==> src/rtl/serial_adder.sv <==
// Bit-serial 4-bit adder: one full-adder slice plus a carry flop, LSB first.
// The result, carry-out and signed overflow are registered at completion with a one-cycle done pulse.
module serial_adder (
  input  logic       clk,
  input  logic       rst,
  input  logic       start,
  input  logic [3:0] operand_a,
  input  logic [3:0] operand_b,
  input  logic       carry_in,
  output logic [3:0] sum,
  output logic       carry,
  output logic       overflow,
  output logic       busy,
  output logic       done
);

  typedef enum logic [0:0] {StIdle, StAdd} state_e;

  state_e     state_q, state_d;
  logic [1:0] idx_q, idx_d;
  logic [3:0] a_sh_q, a_sh_d;
  logic [3:0] b_sh_q, b_sh_d;
  logic [3:0] s_sh_q, s_sh_d;
  logic       c_q, c_d;
  logic       c3_q, c3_d;
  logic [3:0] sum_q, sum_d;
  logic       carry_q, carry_d;
  logic       overflow_q, overflow_d;
  logic       done_q, done_d;

  logic       sum_bit;
  logic       cout;

  // Single full-adder slice working on the current LSBs and the carry flop.
  always_comb begin
    sum_bit = a_sh_q[0] ^ b_sh_q[0] ^ c_q;
    cout    = (a_sh_q[0] & b_sh_q[0]) | (a_sh_q[0] & c_q) | (b_sh_q[0] & c_q);
  end

  // Next-state logic: operand load in idle, one bit per cycle while adding.
  always_comb begin
    state_d    = state_q;
    idx_d      = idx_q;
    a_sh_d     = a_sh_q;
    b_sh_d     = b_sh_q;
    s_sh_d     = s_sh_q;
    c_d        = c_q;
    c3_d       = c3_q;
    sum_d      = sum_q;
    carry_d    = carry_q;
    overflow_d = overflow_q;
    done_d     = 1'b0;

    case (state_q)
      StIdle: begin
        if (start) begin
          a_sh_d  = operand_a;
          b_sh_d  = operand_b;
          c_d     = carry_in;
          s_sh_d  = 4'd0;
          idx_d   = 2'd0;
          state_d = StAdd;
        end
      end
      StAdd: begin
        s_sh_d = {sum_bit, s_sh_q[3:1]};
        a_sh_d = {1'b0, a_sh_q[3:1]};
        b_sh_d = {1'b0, b_sh_q[3:1]};
        c_d    = cout;
        idx_d  = idx_q + 2'd1;
        if (idx_q == 2'd3) begin
          // c_q here is the carry into bit 3, needed for signed overflow.
          c3_d       = c_q;
          sum_d      = {sum_bit, s_sh_q[3:1]};
          carry_d    = cout;
          overflow_d = c_q ^ cout;
          done_d     = 1'b1;
          state_d    = StIdle;
        end
      end
      default: state_d = StIdle;
    endcase
  end

  // State registers with synchronous reset taking priority over everything.
  always_ff @(posedge clk) begin
    if (rst) begin
      state_q    <= StIdle;
      idx_q      <= 2'd0;
      a_sh_q     <= 4'd0;
      b_sh_q     <= 4'd0;
      s_sh_q     <= 4'd0;
      c_q        <= 1'b0;
      c3_q       <= 1'b0;
      sum_q      <= 4'd0;
      carry_q    <= 1'b0;
      overflow_q <= 1'b0;
      done_q     <= 1'b0;
    end else begin
      state_q    <= state_d;
      idx_q      <= idx_d;
      a_sh_q     <= a_sh_d;
      b_sh_q     <= b_sh_d;
      s_sh_q     <= s_sh_d;
      c_q        <= c_d;
      c3_q       <= c3_d;
      sum_q      <= sum_d;
      carry_q    <= carry_d;
      overflow_q <= overflow_d;
      done_q     <= done_d;
    end
  end

  // Outputs come straight from registers.
  always_comb begin
    sum      = sum_q;
    carry    = carry_q;
    overflow = overflow_q;
    done     = done_q;
    busy     = (state_q == StAdd);
  end

endmodule

==> config.mk <==
export PLATFORM = sky130hd
export DESIGN_NAME = serial_adder
export DESIGN_NICKNAME = d
export VERILOG_FILES = /design/src/rtl/serial_adder.sv
export SDC_FILE = /design/constraint.sdc
export NUM_CORES = 1
export LEC_CHECK = 0
export BUFFER_PORTS_ARGS = -buffer_cell sky130_fd_sc_hd__buf_2
export CAP_MARGIN = 20
export CORE_AREA = 2 2 45 47
export DETAILED_ROUTE_END_ITERATION = 6
export DIE_AREA = 0 0 47 49
export PLACE_DENSITY_LB_ADDON = 0.12
export SLEW_MARGIN = 20
export SYNTH_ARGS = -nofsm -noshare
export SYNTH_HDL_FRONTEND = slang
export SYNTH_SLANG_ARGS = --single-unit
==> constraint.sdc <==
create_clock -name clk -period 3.4 [get_ports clk]
set_input_delay 0 -clock clk [delete_from_list [all_inputs] [get_ports clk]]
set_output_delay 0 -clock clk [all_outputs]
set_load 0.01 [all_outputs]
Word level (Yosys, flattened, before mapping):

Cells that the tools add are included.

* register bits: 23
* latch bits: 0
* RAM bits: 0
* memory bits (read-only): 0
* input bits: 12
* output and inout port bits: 8
* word-level logic and storage cells: 38
* memories kept: 0

* $add $sub $neg: 1
* multiply operators: 0
* div/mod/pow operators: 0
* magnitude comparators: 0
* equal/unequal tests: 2
* shift operators: 0
* muxes and demuxes: 14
* bitwise gates (word level): 9
* reductions and logical operators: 2

Operators with widths (number)
* one-hot mux 4 bit (2 select lines): 3
* 2-to-1 mux 4 bit: 3
* 2-to-1 mux 1 bit: 4
* one-hot mux 1 bit (2 select lines): 2
* one-hot mux 2 bit (2 select lines): 1
* bitwise AND 1 bit: 3
* bitwise XOR 1 bit: 3
* adder 2 x 1 -> 2 bit, second input constant: 1
* == test 2 bit, second input constant: 1
* 2-to-1 mux 2 bit: 1
* inequality test 2 bit, second input constant: 1
* bitwise OR 1 bit: 2
* AND reduction 2 bit: 1
* OR reduction 2 bit: 1
* inverter 1 bit: 1

Logic depth before layout (Yosys ltp):

* word-level depth: 4
* depth in mapped cells: 4
* depth with buffers taken out: 3

Worst setup path after synthesis:

No wires, ideal clock.

* path kind: flip-flop to flip-flop
* from: register a_sh_q[0]
* to: register overflow_q (netlist: overflow)
* setup time: 0.091 ns
* data arrival time: 1.127 ns
* required time: 3.309 ns
* path slack: 2.182 ns
* cell stages (with the launch flop): 4
* path buffers: 0
* period minus slack after synthesis: 1.218 ns
* cells stage by stage: dfxtp_1 > fa_1 > xnor2_1 > a311oi_1

* cells in the longest elaborated chain, start to end: 4
* elaborated cells on any way between the ends: 5
* those cells by class: 5 x bitwise

RTL lines
* start: declaration: RTL line 21 `logic [3:0] a_sh_q, a_sh_d;`
* start signal: assignment: RTL line 102 `a_sh_q <= a_sh_d;`
* bitwise AND 1 bit: RTL line 37 `cout = (a_sh_q[0] & b_sh_q[0]) | (a_sh_q[0] & c_q) | (b_sh_q[0] & c_q);`
* bitwise OR 1 bit * (2 in series): RTL line 37
* net cout: RTL line 32 `logic cout;`
* bitwise XOR 1 bit *: RTL line 76 `overflow_d = c_q ^ cout;`
* end signal: assignment: RTL line 109 `overflow_q <= overflow_d;`
* end: declaration: RTL line 28 `logic overflow_q, overflow_d;`

Mark *: on every way through the listed nets, which the timed path passes. The rest lies on a longest branch.
A chain may end at the register's enable or synchronous reset.

Final worst setup path:

* from: register state_q (netlist: busy)
* to: register a_sh_q[2]

* cells in the longest elaborated chain, start to end: 2
* elaborated cells on any way between the ends: 3
* those cells by class: 1 x eq/ne; 1 x mux; 1 x bitwise

RTL lines
* start: declaration: RTL line 19 `state_e state_q, state_d;`
* start signal: assignment: RTL line 88 `state_q <= StIdle;`
* start signal: assignment: RTL line 100 `state_q <= state_d;`
* inverter 1 bit
* one-hot mux 4 bit (2 select lines) or inequality test 2 bit (tied branches)

Parallel ways exist; a longest one is shown, timed or not.

==> metrics.md <==
| Metric | Value |
|---|---|
| Hold Startpoint | `operand_b[3]` |
| Total chip power | `472 uW` |
| Post-synthesis cell type count | `22` |
| Post-synthesis sequential area ratio | `0.461` |
| Cell Pwr Density | `approximately 440 nW/um^2` |
| DIE AREA | `around 2300 sq um` |
| Row count | `16` |
| Critical Path RT | `3.62 ns` |
| Max_cap viols | `0` |
| Initial antenna violation count | `0` |
| Area after DPL | `1030 sq um` |
| Nets@finish | `roughly 130` |
| IO Count | `20` |
| Avg Cell Area, Syn | `~10 sq um` |
| Drt pass-1 iters | `1` |
| Internal | `360 uW` |
| Area contributors post-synth | `dfxtp_1, mux2i_1, a211oi_1, a21oi_1, a21bo_2` |
| Max Clk Rate | `599 MHz` |
| TritonCTS clock tree | `done` |
| # fillers | `188` |
| Async SR Flop Fraction | `0` |
| Final setup fails | `0` |
| HPWL after DPL | `1060 um` |
| Worst hold path class | `input port to register` |
| R2R depth | `2` |
| Most common cell in the netlist | `dfxtp_1` |
| Proportion of layout cells with a drive suffix above 1 | `0.261` |
| Sequential power share | `0.601` |
| H-tree levels | `1` |
| First-pass GRT wire length | `2640 um` |
| Core Region | `1840 sq um` |
| Flop2flop setup slack | `1.73 ns` |
| Worst-Margin Slew | `0.988 ns` |
| Largest net degree at the start of global routing | `37` |
| Status | `finished, final reports clean` |
| Post-synthesis cell count | `94` |
| Top cell type's share of synthesized area | `0.461` |
| Crit path arrival time | `1.89 ns` |
| WL per Instance | `11.6 um` |
| Overall routing resource usage | `0.155` |
| Sink Count | `22` |
| Root Buffer | `clkbuf_4` |
| Number of flops mapped to enable cells by yosys | `0` |
| Top cell type by total area after synthesis | `dfxtp_1` |
| Synth Net Count | `between 100 and 150` |
| DRC viols | `0` |
| Power share of the clock group | `0.298` |
| Kind of cell adding the most delay to the critical path | `flip-flops` |
| Worst Path Max Fanout | `36` |
| Worst Hold Path Cells | `3` |
| Mapped Area | `between 900 and 1000 sq um` |
| Crit path buffers/inverters | `1` |
| Worst setup SP type | `register` |
| Most frequent cells after synthesis | `dfxtp_1, a21oi_1, mux2i_1` |
| CTS Buffer Depth | `2` |
| VDD IR max | `around 0.00026 V` |
| Post-DR vias/cell | `5.13` |
| Initial Util | `0.518` |
| Port bufs | `19` |
| CP Class | `register to register` |
| Area grow syn2layout | `13.1%` |
| R2R Path Start | `busy` |
| Synth Register Bits | `22` |
| Die X | `47 um` |
| Util after Layout | `0.586` |
| Finished Cell Area | `about 1100 sq um` |
| Fin. Hold Viols | `0` |
| CP Capture Type | `register` |
| Clock Pin Slew Worst Setup and Hold Paths | `0.12 ns` |
| Final ANT Viol Nets | `0` |
| Final WL | `1600 um` |
| Worst skew pair latency | `approximately 0.30 ns` |
| Setup repair after global routing missed its margin | `no` |
| Cell Chain, Critical Path | `inv_1, a211oi_1` |
| Synth Flop Type | `dfxtp_1` |
| Vias in the first global route | `628` |
| Lkg Pwr | `between 0.0004 and 0.0005 uW` |
| Final worst-path cycle share | `0.491` |
| Fin crit period | `~1.7 ns` |
| Resized cells post-CTS | `0` |
| CTS Buf Count | `3` |
| Sw frac | `0.238` |
| Setup TNS | `0 ns` |
| Detailed Route Iter0 Violations | `0` |
| Largest stage delay, worst path | `0.99 ns` |
| WHS Endpoint | `b_sh_q[3]` |
| P_sw | `112 uW` |
| Yosys Warn Count | `0` |
| Chip height | `49 um` |
| Slew headroom | `0.341` |
| Routed via count | `708` |
| Grt total ovfl | `0` |
| Worst-case clock skew | `0.00119 ns` |
| Max Slew Vio Count | `0` |
| RePlAce Congestion | `0.753` |
| FF-to-FF End | `a_sh_q[2]` |
| # diodes | `0` |
| Comb power frac | `0.101` |
| Worst path slowest cell | `dfxtp_1` |
[power groups by stage]
stage / combinational (uW) / clock (uW) / sequential, uW
final: 47.5 / 141 / 284
after global routing: 53.5 / 159 / 287
after CTS: 48.1 / 149 / 284
after detailed placement: 47.0 / 0 / 290
after global placement: 46.3 / 0 / 289
after floorplan: 42.6 / 0 / 283
[kinds of logic (layout without fill, tap and decap cells)]
group | after synthesis | count (layout) | synth area share
AOI/OAI and AO/OA | 25 | 25 | 0.182
xor gates and xnor gates | 1 | 1 | 0.00918
adders and majority gates | 2 | 2 | 0.0341
buffers and inverters | 8 | 25 | 0.0563
DFF | 22 | 22 | 0.461
muxes | 9 | 9 | 0.0944
and+or+nand+nor | 27 | 27 | 0.163
[layout make-up]
class / count / area [sq um] / share of cell area
Clock buffer: 4 / 36.3 / 0.0336
Inverter: 1 / 3.75 / 0.00348
Multi-Input combinational cell: 64 / 460 / 0.426
Sequential cell: 22 / 440 / 0.408
Tap cell: 27 / 33.8 / 0.0313
Timing Repair Buffer: 20 / 105 / 0.0973
[stage by stage]
step	cells	setup WS, ns	hold slack, ns
finish	138	1.73	0.0106
global route	138	1.50	0.0317
CTS	138	1.72	0.0103
detailed placement	133	1.74	0.321
global placement	133	1.78	0.297
floorplan	94	2.18	0.0721
[registers in the layout, summed over array words and instances (netlist names)]
name	flops
a_sh_q	4
b_sh_q	4
sum	4
s_sh_q	3
idx_q	2
busy	1
c_q	1
carry	1
done	1
overflow	1
[worst max-delay path by stage]
stage	start	slack, ns	cells after the start	end
after floorplan	a_sh_q[0]	2.18	3	overflow
after global placement	busy	1.78	2	a_sh_q[1]
after detailed placement	busy	1.74	2	b_sh_q[1]
after CTS	busy	1.72	2	a_sh_q[2]
after global routing	busy	1.50	2	a_sh_q[2]
final	busy	1.73	2	a_sh_q[2]
[repair_timing]
action | 4_1_cts | 5_1_grt
buffers inserted | 0 | 0
hold endpoints to repair | 1 | 0
hold buffers | 1 | 0
endpoints found under the setup margin | 0 | 0
[worst reg2reg max path, cell delays in order (launching register included)]
cell and delay, ns:
dfxtp_1 0.99, inv_1 0.33, a211oi_1 0.28
[cells in the final DEF (no fill, tap or decap), types with 3 or more instances in the layout]
master and instances:
buf_2 19, mux2i_1 9, nand2_1 5, nand3_1 5
a211oi_1 8, dfxtp_1 22, or3b_1 4, nor2b_1 7
clkbuf_4 3, a21bo_2 5, a21oi_1 11
[per-layer routing]
layer	vias to the layer above	wire (um)	GRT usage
met5	-	0	0
met4	0	14	0.0556
met3	2	60	0.0333
met2	13	781	0.242
met1	326	739	0.207
li1	367	-	-
(Power assumes the default switching activity.)
